[src/rtl/uart_pkg.sv]
// Shared UART definitions: FSM states, parity types, legal bit periods.
package uart_pkg;

  typedef enum logic [2:0] {
    IDLE,
    START,
    DATA,
    PARITY,
    STOP
  } tx_state_t;

  localparam logic PAR_EVEN = 1'b0;
  localparam logic PAR_ODD  = 1'b1;

  localparam logic [5:0] PRESCALE_8       = 6'd8;
  localparam logic [5:0] PRESCALE_16      = 6'd16;
  localparam logic [5:0] PRESCALE_32      = 6'd32;
  localparam logic [5:0] PRESCALE_DEFAULT = PRESCALE_16;

  // Map any unsupported bit period onto the default; never flagged.
  function automatic logic [5:0] legal_prescale(input logic [5:0] p);
    case (p)
      PRESCALE_8, PRESCALE_16, PRESCALE_32: legal_prescale = p;
      default:                              legal_prescale = PRESCALE_DEFAULT;
    endcase
  endfunction

endpackage

[src/rtl/uart_tx_bit_timer.sv]
// Bit-period timer for the transmitter: cycle counter plus data-bit index.
module uart_tx_bit_timer
  import uart_pkg::*;
(
  input  logic       CLK,
  input  logic       RST,
  input  logic       clear,
  input  logic       enable,
  input  logic       idx_en,
  input  logic [5:0] prescale,
  output logic       bit_done,
  output logic [2:0] bit_idx
);

  logic [5:0] cycle_cnt;

  // Last cycle of the current bit period.
  always_comb begin
    bit_done = enable && (cycle_cnt == 6'(prescale - 6'd1));
  end

  // Cycle counter wraps at every bit boundary; data index steps only in the data phase.
  always_ff @(posedge CLK) begin
    if (RST || clear) begin
      cycle_cnt <= '0;
      bit_idx   <= '0;
    end else if (enable) begin
      cycle_cnt <= bit_done ? '0 : 6'(cycle_cnt + 6'd1);
      if (idx_en && bit_done) begin
        bit_idx <= 3'(bit_idx + 3'd1);
      end
    end
  end

endmodule

[src/rtl/uart_tx.sv]
// UART transmitter: start bit, LSB-first data, optional parity, one stop bit.
module uart_tx
  import uart_pkg::*;
#(
  parameter int DATA_WIDTH = 8
) (
  input  logic                  CLK,
  input  logic                  RST,
  input  logic [DATA_WIDTH-1:0] P_DATA,
  input  logic                  Data_Valid,
  input  logic                  PAR_EN,
  input  logic                  PAR_TYP,
  input  logic [5:0]            Prescale,
  output logic                  TX_OUT,
  output logic                  busy
);

  tx_state_t             state, state_next;
  logic [DATA_WIDTH-1:0] data_q;
  logic                  par_en_q;
  logic                  parity_q;
  logic [5:0]            prescale_q;
  logic                  accept;
  logic                  bit_done;
  logic [2:0]            bit_idx;
  logic [2:0]            tx_idx;
  logic                  tx_next;
  logic                  busy_next;

  uart_tx_bit_timer u_bit_timer (
    .CLK      (CLK),
    .RST      (RST),
    .clear    (accept),
    .enable   (state != IDLE),
    .idx_en   (state == DATA),
    .prescale (prescale_q),
    .bit_done (bit_done),
    .bit_idx  (bit_idx)
  );

  // Next-state logic; a request on the final stop-bit cycle is taken so frames abut.
  always_comb begin
    state_next = state;
    accept     = 1'b0;
    case (state)
      IDLE: begin
        if (Data_Valid) begin
          accept     = 1'b1;
          state_next = START;
        end
      end
      START: begin
        if (bit_done) state_next = DATA;
      end
      DATA: begin
        if (bit_done && (bit_idx == 3'(DATA_WIDTH - 1))) begin
          state_next = par_en_q ? PARITY : STOP;
        end
      end
      PARITY: begin
        if (bit_done) state_next = STOP;
      end
      STOP: begin
        if (bit_done) begin
          if (Data_Valid) begin
            accept     = 1'b1;
            state_next = START;
          end else begin
            state_next = IDLE;
          end
        end
      end
      default: state_next = IDLE;
    endcase
  end

  // Line level for the coming cycle, chosen from the next state so the output flop
  // changes exactly at bit boundaries.
  always_comb begin
    tx_idx    = ((state == DATA) && bit_done) ? 3'(bit_idx + 3'd1) : bit_idx;
    busy_next = (state_next != IDLE);
    case (state_next)
      IDLE:    tx_next = 1'b1;
      START:   tx_next = 1'b0;
      DATA:    tx_next = data_q[tx_idx];
      PARITY:  tx_next = parity_q;
      STOP:    tx_next = 1'b1;
      default: tx_next = 1'b1;
    endcase
  end

  // State, output flops and frame holding registers.
  always_ff @(posedge CLK) begin
    if (RST) begin
      state      <= IDLE;
      TX_OUT     <= 1'b1;
      busy       <= 1'b0;
      data_q     <= '0;
      par_en_q   <= 1'b0;
      parity_q   <= 1'b0;
      prescale_q <= '0;
    end else begin
      state  <= state_next;
      TX_OUT <= tx_next;
      busy   <= busy_next;
      if (accept) begin
        data_q     <= P_DATA;
        par_en_q   <= PAR_EN;
        parity_q   <= (^P_DATA) ^ PAR_TYP;
        prescale_q <= legal_prescale(Prescale);
      end
    end
  end

endmodule
[config.mk]
export PLATFORM = sky130hd
export DESIGN_NAME = uart_tx
export DESIGN_NICKNAME = d
export VERILOG_FILES = /design/src/rtl/uart_pkg.sv /design/src/rtl/uart_tx_bit_timer.sv /design/src/rtl/uart_tx.sv
export SDC_FILE = /design/constraint.sdc
export NUM_CORES = 1
export LEC_CHECK = 0
export BUFFER_PORTS_ARGS = -buffer_cell sky130_fd_sc_hd__buf_2
export CAP_MARGIN = 20
export CORE_MARGIN = 3
export CORE_UTILIZATION = 50
export DETAILED_ROUTE_END_ITERATION = 10
export PLACE_DENSITY_LB_ADDON = 0.08
export REMOVE_ABC_BUFFERS = 1
export SLEW_MARGIN = 25
export SYNTH_ARGS = -nofsm -noshare
export SYNTH_HDL_FRONTEND = slang
export SYNTH_SLANG_ARGS = --single-unit
[constraint.sdc]
create_clock -name CLK -period 5.3 [get_ports CLK]
set_clock_uncertainty 0.1 [all_clocks]
set_input_delay 0.53 -clock CLK [delete_from_list [all_inputs] [get_ports CLK]]
set_output_delay 0.53 -clock CLK [all_outputs]
set_load 0.005 [all_outputs]
Yosys cells after proc, flatten, opt, wreduce, memory -nomap -nowiden --
Cells that the tools add are included.
Word-level totals: input port bits 19, word-level logic and storage cells 52, bits in registers 30
Cells by class: muxes and demuxes 17, magnitude comparators 1, reductions and logical operators 9, add/subtract/negate cells 3, eq/ne operators 12, bitwise gates (word level) 1
Operators with widths (number):
- $mux 3 | 7
- $pmux 3 s5 | 1
- $eq 3x2->1 const B | 4
- $mux 6 | 2
- $reduce_xor 8->1 | 1
- $add 6x1->6 const B | 1
- $eq 3x1->1 const B | 2
- $eq 3x3->1 const B | 2
- $eq 6x4->1 const B | 1
- $eq 6x5->1 const B | 1
- $eq 6x6->1 | 1
- $eq 6x6->1 const B | 1
- $reduce_bool 3->1 | 2
- $sub 6x1->6 const B | 1
- $lt 3x4->1 const B | 1
- $mux 1 | 4
- $add 3x1->3 const B | 1
- $bmux 1 s3 | 1
- $logic_and 1x1->1 | 3
- $logic_not 3->1 | 1
- $pmux 1 s3 | 1
- $reduce_or 3->1 | 1
- $pmux 1 s2 | 1
- $logic_or 1x1->1 | 1
- $xor 1x1->1 | 1

Depth between registers and ports, before layout --
Gate-level depths: netlist (run 1).
depth after elaboration 8, gate-level depth with buffers 10, gate-level depth less buffers 10

Cells and area by module --
A second synthesis (run 1) with hierarchy kept.
Unflattened totals: cells, all modules 188, area total of the unflattened synthesis 1602.8 µm²
Modules (own cells, without submodules):
- uart_tx | times used 1, area each 1023.5 µm², cells an instance 118, sequential area each 420.4 µm²
- uart_tx_bit_timer | times used 1, area each 579.3 µm², cells an instance 70, sequential area each 180.2 µm²

Least setup slack after synthesis (run 1) --
Ideal clock, no wire load.
path type register to register, start point register prescale_q[0], end point register TX_OUT, period minus slack after synthesis 2.758 ns, setup slack 2.542 ns, data required time 5.078 ns, stages on the path, launching flop included 11, arrival time 2.536 ns, path through dfxtp_1 > inv_1 > ha_1 > nor2b_1 > or3_4 > a311oi_4 > nand4_4 > mux2_2 > o221ai_1 > nand4b_1 > a221o_1
On the way: cells in the longest elaborated chain, start to end 8, elaborated cells between the ends (all ways) 17, those cells by class add/sub (1); eq/ne (4); mux (9); reduce/logical (3)
Ends and longest elaborated chain:
- from (decl) | line uart_tx.sv:22 | logic [5:0] prescale_q;
- from (signal assigned) | line uart_tx.sv:110 | prescale_q <= legal_prescale(Prescale);
- $sub 6x1->6 (*) | line uart_tx_bit_timer.sv:19 | bit_done = enable && (cycle_cnt == 6'(prescale - 6'd1));
- $eq 6x6->1 (*) | line uart_tx_bit_timer.sv:19
- $logic_and 1x1->1 (*) | line uart_tx_bit_timer.sv:19
- $logic_and 1x1->1 (on tied branches) | line uart_tx.sv:56, uart_tx.sv:80
- $mux 3 (on tied branches)
- $pmux 3 s5 / $bmux 1 s3 (equally long branches) | line uart_tx.sv:45, uart_tx.sv:85
- $eq 3x2->1, or another cell as far along | line uart_tx.sv:82 | case (state_next)
- $pmux 1 s3 (*) | line uart_tx.sv:82
- to (signal assigned) | line uart_tx.sv:104 | TX_OUT <= tx_next;
- to (decl) | line uart_tx.sv:14 | output logic TX_OUT,
Every way passes the cells marked *; elsewhere a longest branch is shown, timed or not. The select of a mux whose other input is x is not followed. A chain may end at the register's enable or synchronous reset.

Worst setup path after layout (run 1) --
start point register prescale_q[0], end point register u_bit_timer.cycle_cnt[2]
On the way: cells in the longest elaborated chain, start to end 6, elaborated cells between the ends (all ways) 7, those cells by class add/sub (1); eq/ne (1); mux (3); reduce/logical (2)
Ends and longest elaborated chain:
- $sub 6x1->6 (*) | line uart_tx_bit_timer.sv:19
- $eq 6x6->1 (*) | line uart_tx_bit_timer.sv:19
- $logic_and 1x1->1 (*) | line uart_tx_bit_timer.sv:19
- $mux 1 | line uart_tx.sv:64 | if (bit_done) begin
- $pmux 1 s2 | line uart_tx.sv:45 | case (state)
- $logic_or 1x1->1 | line uart_tx_bit_timer.sv:24 | if (RST || clear) begin
- to (signal assigned) | line uart_tx_bit_timer.sv:28 | cycle_cnt <= bit_done ? '0 : 6'(cycle_cnt + 6'd1);
- to (decl) | line uart_tx_bit_timer.sv:15 | logic [5:0] cycle_cnt;
Every way passes the cells marked *; elsewhere a longest branch is shown, timed or not.

==> results of run 1 <==
[metal layers]
metal  routed length [um]  up-vias
met5                    0        -
met4                   15        0
met3                  205        2
met2                 1520       40
met1                 1570      636
li1                     -      716
[cell usage in the layout (no fill, tap or decap), types with 2 or more instances in the layout]
cell type	n
a21o_1	2
a21oi_1	16
a31oi_1	2
and2_1	2
and3b_1	2
buf_2	20
clkbuf_4	5
dfxtp_1	30
ha_1	4
inv_1	6
mux2i_1	6
nand2_1	29
nand2b_1	2
nand4_1	3
nand4b_1	3
nor2_1	18
nor2b_1	3
nor3_1	3
nor4_1	2
o21a_1	2
o21ai_0	6
or3_1	3
xnor2_1	10
xor2_1	11
[per-stage QoR]
step                      utilization (%)  hold WS, ns  setup slack (ns)  area [sq um]
after CTS                            58.5        0.345              1.82          1800
after global routing                 58.7        0.351              1.88          1810
after global placement               56.9        0.338              2.07          1750
after floorplan                         -        0.326              2.38          1600
final                                58.7        0.351              2.18          1810
after detailed placement             56.9        0.355              1.84          1750
[report_power, final]
part	total (mW)	internal [mW]	switching [mW]	leakage (nW)
registers	0.244	0.236	0.00852	0.245
clock network	0.130	0.0596	0.0699	0.0302
logic	0.0665	0.0301	0.0363	0.441
[cells by family (layout without fill, tap and decap cells)]
logic type / after synthesis / in the layout / synth area share (%)
simple gates: 77 / 77 / 24.5
compound gates: 40 / 40 / 16.5
flops: 30 / 30 / 36.9
xor+xnor: 21 / 21 / 11.3
buf+inv: 14 / 32 / 3.31
mux: 7 / 7 / 4.38
fa+ha+maj: 4 / 4 / 3.08
[area by class of cell]
cell class	count	share of cell area, %
Clock buffer	6	2.84
Inverter	6	1.25
Multi-Input combinational cell	149	54.1
Sequential cell	30	33.3
Tap cell	44	3.05
Timing Repair Buffer	20	5.54
[path summary, 6_finish.rpt]
path | cells after the start | from | to | slack, ns
setup / recovery | 10 | prescale_q[0]$_SDFFE_PP0P_ | u_bit_timer.cycle_cnt[2]$_SDFFE_PP0N_ | 2.18
hold / removal | 3 | P_DATA[5] | data_q[5]$_SDFFE_PP0P_ | 0.35
setup reg to reg | 10 | prescale_q[0]$_SDFFE_PP0P_ | u_bit_timer.cycle_cnt[2]$_SDFFE_PP0N_ | 2.18
hold reg to reg | 2 | prescale_q[1]$_SDFFE_PP0P_ | prescale_q[1]$_SDFFE_PP0P_ | 0.37
[registers in the layout (all words and copies together), names as in the netlist]
name and cells:
u_bit_timer.cycle_cnt 6, state 3, busy 1, parity_q 1
TX_OUT 1, data_q 8, u_bit_timer.bit_idx 3, par_en_q 1
prescale_q 6
[critical path: cells and delay by family, from the launching register on]
family	cells	cell delay, ns
adders and majority gates	1	0.22
and+or+nand+nor	5	1.00
DFF	1	0.37
AOI/OAI and AO/OA	3	1.22
buffers and inverters	1	0.07
==> results.json, run 1 <==
{
  "grt_pass1_wl_um": 5640,
  "register_area_sq_um": 601,
  "finalSetupTns_ns": 0,
  "fp.dieW_um": 63.0,
  "yosysTopAreaCell": "dfxtp_1",
  "place_hpwl_um": 2520,
  "start_util_pct": 52.8,
  "routedWlPerCell_um": 13.0,
  "seq_area_frac_synth_pct": 36.9,
  "p_total_mw": 0.440,
  "p_per_area_nw_per_um2": 244,
  "ys_ff_latch": 30,
  "use_met2_pct": 26.5,
  "worstMarginPinSlew_ns": 0.595,
  "crit_slowest_cell": "a21oi_2",
  "ant_nets": 0,
  "grt_overflow": 0,
  "cts_resized": 0,
  "yosysWarnings": 0,
  "antenna_found_initial": 0,
  "wirelength_um": 3310,
  "grt_setup_unrepaired": "no",
  "synthTopCellsByArea": "dfxtp_1 (37%), nand2_1 (6.7%), xor2_1 (5.9%)",
  "dp.cells": 249,
  "drt-pass1-iter-count": 4,
  "clock_path_buffers": 2,
  "drc_errors": 0,
  "multi_input_area_sq_um": 976,
  "synthCells": 193,
  "fmax_mhz": 320,
  "end_kind": "flip-flop",
  "worstPathArrival_ns": 3.21,
  "ir_drop_uv": 127,
  "synth_most_common_cell": "dfxtp_1",
  "io_buffers": 20,
  "path_cells": "inv_1, ha_1, nor2b_1, or3_4, a311oi_4, nand2_1, a21oi_2, nor2_1, o21ai_0, nor2_1",
  "grt_pass1_vias": 1252,
  "crit_top_cell": "nor2_1",
  "syn_avg_cell_area_sq_um": 8.43,
  "yosysUniqueCellTypes": 43,
  "synth-edff-count": 0,
  "cts.clk_slew.worst_paths_ns": 0.09,
  "slew_violations": 0,
  "vias": 1394,
  "die_y_um": 63.0,
  "clockRootBuffer": "clkbuf_4",
  "postCtsSetupBuffers": 0,
  "synth_top_area_share_pct": 36.9,
  "setup_viol": 0,
  "vias_per_cell": 5.47,
  "grt_usage_pct": 17.8,
  "start_kind": "flip-flop",
  "hold_violations": 0,
  "fillers": 285,
  "coreArea_sq_um": 3080,
  "syn2layout_area_growth_pct": 11.0,
  "cts_max_level": 2,
  "period_minus_slack_ns": 3.12,
  "critPathMaxStageDelay_ns": 0.55,
  "postCtsHoldBufs": 0,
  "fin_nets": 235,
  "hold_path_class": "in -> reg",
  "finalCritPeriodShare_pct": 58.9,
  "yosys-top-cells-count": "dfxtp_1 (30), nand2_1 (29), nor2_1 (18), a21oi_1 (17), xor2_1 (11)",
  "numClockSinks": 30,
  "grt_max_degree": 21,
  "numCtsBuffers": 5,
  "cts_tree": "built",
  "ios": 21,
  "maxSlewHeadroom_pct": 60.4,
  "syn_area_sq_um": 1630,
  "die_area_sq_um": 3970,
  "status": "finished clean",
  "maxCapViolCount": 0,
  "busiest_layer": "met2",
  "gp_congestion": 0.773,
  "layout-drive-gt1-share_pct": 15.2,
  "synth-async-reset-ratio_pct": 0,
  "clock_latency_ns": 0.32,
  "required_ns": 5.39,
  "path_max_fanout": 15,
  "drt_iter0_markers": 100,
  "antenna_cells": 0,
  "use_met1_pct": 24.1,
  "gr-usage-met3_pct": 5.94,
  "synth_top_flop_cell": "dfxtp_1",
  "p_leak_nw": 0.716,
  "crit_type": "reg -> reg",
  "fin_cells": 255,
  "row_count": 20
}
No activity file was read; power rests on OpenSTA's default activity.
==> run 2, diff against run 1 <==
==> constraint.sdc (replaced) <==
create_clock -name CLK -period 2.9 [get_ports CLK]
set_clock_uncertainty 0.1 [all_clocks]
set_input_delay 0.29 -clock CLK [delete_from_list [all_inputs] [get_ports CLK]]
set_output_delay 0.29 -clock CLK [all_outputs]
set_load 0.005 [all_outputs]
==> run 2 against run 1 <==
- non-clock buffer count up 5
- first-iteration DRC count up 13%
- count of clock-buffer cells in the layout unchanged
- critical path type unchanged
- largest power group unchanged
==> results.json, run 2 (synthesized netlist as in run 1, its figures left out) <==
{
  "status": "finished clean",
  "largest_reg_flops": 8,
  "hold_violations": 0,
  "worstPathArrival_ns": 2.90,
  "setup_viol": 0,
  "maxCapViolCount": 0,
  "use_met2_pct": 28.2,
  "holdCritStartpoint": "PAR_EN",
  "required_ns": 3.04,
  "end_kind": "flip-flop",
  "finalSetupTns_ns": 0,
  "fp.dieW_um": 63.0,
  "hold_path_class": "in -> reg",
  "ant_nets": 0,
  "grt_pass1_wl_um": 6070,
  "gp_congestion": 0.917,
  "numCtsBuffers": 5,
  "drt_iter0_markers": 113,
  "drc_errors": 0,
  "grt_pass1_vias": 1384,
  "regMostFlops": "data_q",
  "layout_commonest_cell": "dfxtp_1",
  "finalCritPeriodShare_pct": 95.1,
  "ios": 21,
  "holdPathEnd": "par_en_q$_SDFFE_PP0P_",
  "fin_nets": 240,
  "reg_top3": "data_q (8), prescale_q (6), u_bit_timer.cycle_cnt (6)",
  "ir_drop_uv": 273,
  "fmax_mhz": 362,
  "worstReg2RegStart": "prescale_q[0]$_SDFFE_PP0P_",
  "vias": 1408,
  "grt_usage_pct": 19.6,
  "coreArea_sq_um": 3080,
  "r2r_slack_ns": 0.14,
  "r2r_cells": 10,
  "maxSlewHeadroom_pct": 63.5,
  "r2r-end": "TX_OUT$_SDFF_PP1_",
  "finish.utilization_pct": 60.7,
  "place_hpwl_um": 2560,
  "holdPathStages": 3,
  "start_kind": "flip-flop",
  "clockRootBuffer": "clkbuf_4",
  "drt-pass1-iter-count": 4,
  "vias_per_cell": 5.37,
  "antenna_found_initial": 0,
  "die_y_um": 63.0,
  "fillers": 284,
  "die_area_sq_um": 3970,
  "layout-drive-gt1-share_pct": 18.8,
  "clock_path_buffers": 2,
  "routedWlPerCell_um": 13.2,
  "slew_violations": 0,
  "period_minus_slack_ns": 2.76,
  "crit_type": "reg -> reg",
  "worstMarginPinSlew_ns": 0.543,
  "cts_tree": "built",
  "hold_ws_ns": 0.0747,
  "io_buffers": 20,
  "gr-usage-met3_pct": 7.55,
  "final_cell_mix": "dfxtp_1 (29), nand2_1 (28), buf_2 (20)",
  "p_leak_nw": 0.752,
  "p_total_mw": 0.848,
  "numClockSinks": 30,
  "syn2layout_area_growth_pct": 14.8,
  "row_count": 20,
  "grt_setup_unrepaired": "no",
  "busiest_layer": "met2",
  "use_met1_pct": 24.3,
  "path_max_fanout": 4,
  "p_per_area_nw_per_um2": 454,
  "start_util_pct": 52.8,
  "grt_max_degree": 21,
  "postCtsHoldBufs": 0,
  "wirelength_um": 3450,
  "grt_overflow": 0,
  "cts_max_level": 2,
  "antenna_cells": 0,
  "cts.clk_slew.worst_paths_ns": 0.10,
  "clock_latency_ns": 0.34
}
## run 2: cell types whose count changed in the layout (fill, tap and decap cells not counted), sizes merged
cell      delta
clkinv       +1
clkinvlp     +1
buf          +5
## run 2: repair_timing
action                                  in CTS  in global routing
setup buffers                                0                  1
endpoints found under the hold margin        0                  0
endpoints found under the setup margin       0                 18
resized for setup                            0                  8
## run 2: area by class of cell
| class | instances | area (sq um) | share of cell area (%) |
|---|---|---|---|
| Timing Repair Buffer | 25 | 141 | 7.57 |
| Sequential cell | 30 | 602 | 32.2 |
| Clock buffer | 6 | 51.3 | 2.75 |
| Clock inverter | 2 | 12.5 | 0.670 |
| Multi-Input combinational cell | 149 | 982 | 52.6 |
| Inverter | 6 | 22.5 | 1.21 |
| Tap cell | 44 | 55.1 | 2.95 |
## run 2: report_power, final
part           total, mW  switching [mW]  internal, mW
Sequential         0.446          0.0152         0.431
Clock              0.276           0.159         0.116
Combinational      0.127          0.0686        0.0581
## run 2: routing by layer
layer  wire length, um  vias up
li1                  -      727
met2              1540       30
met1              1670      643
met4                61        0
met5                 0        -
met3               173        8
## run 2: how the worst max path moves through the flow
stage / startpoint / endpoint / slack [ns] / cells after the start
after floorplan: prescale_q[0]$_SDFFE_PP0P_ / u_bit_timer.cycle_cnt[0]$_SDFFE_PP0N_ / -0.02 / 10
after global placement: prescale_q[0]$_SDFFE_PP0P_ / TX_OUT$_SDFF_PP1_ / 0.14 / 10
after detailed placement: prescale_q[0]$_SDFFE_PP0P_ / TX_OUT$_SDFF_PP1_ / 0.02 / 10
after CTS: prescale_q[0]$_SDFFE_PP0P_ / TX_OUT$_SDFF_PP1_ / 0.0002 / 10
after global routing: prescale_q[0]$_SDFFE_PP0P_ / TX_OUT$_SDFF_PP1_ / 0.01 / 10
final: prescale_q[0]$_SDFFE_PP0P_ / TX_OUT$_SDFF_PP1_ / 0.14 / 10
## run 2: through the flow
step	instances	instance area [sq um]	worst slack, ns
after floorplan	185	1600	-0.0180
after global placement	253	1780	0.137
after detailed placement	253	1780	0.0193
after CTS	261	1840	0.000161
after global routing	262	1870	0.0125
final	262	1870	0.141
## run 2: worst max-delay path: stages, from the launching register on
cell	delay [ns]
dfxtp_2	0.35
inv_1	0.06
ha_2	0.19
nor2b_1	0.14
or3_4	0.38
a311oi_4	0.37
nand4_4	0.15
mux2_4	0.34
o221ai_1	0.17
nand4b_1	0.11
a221o_1	0.29
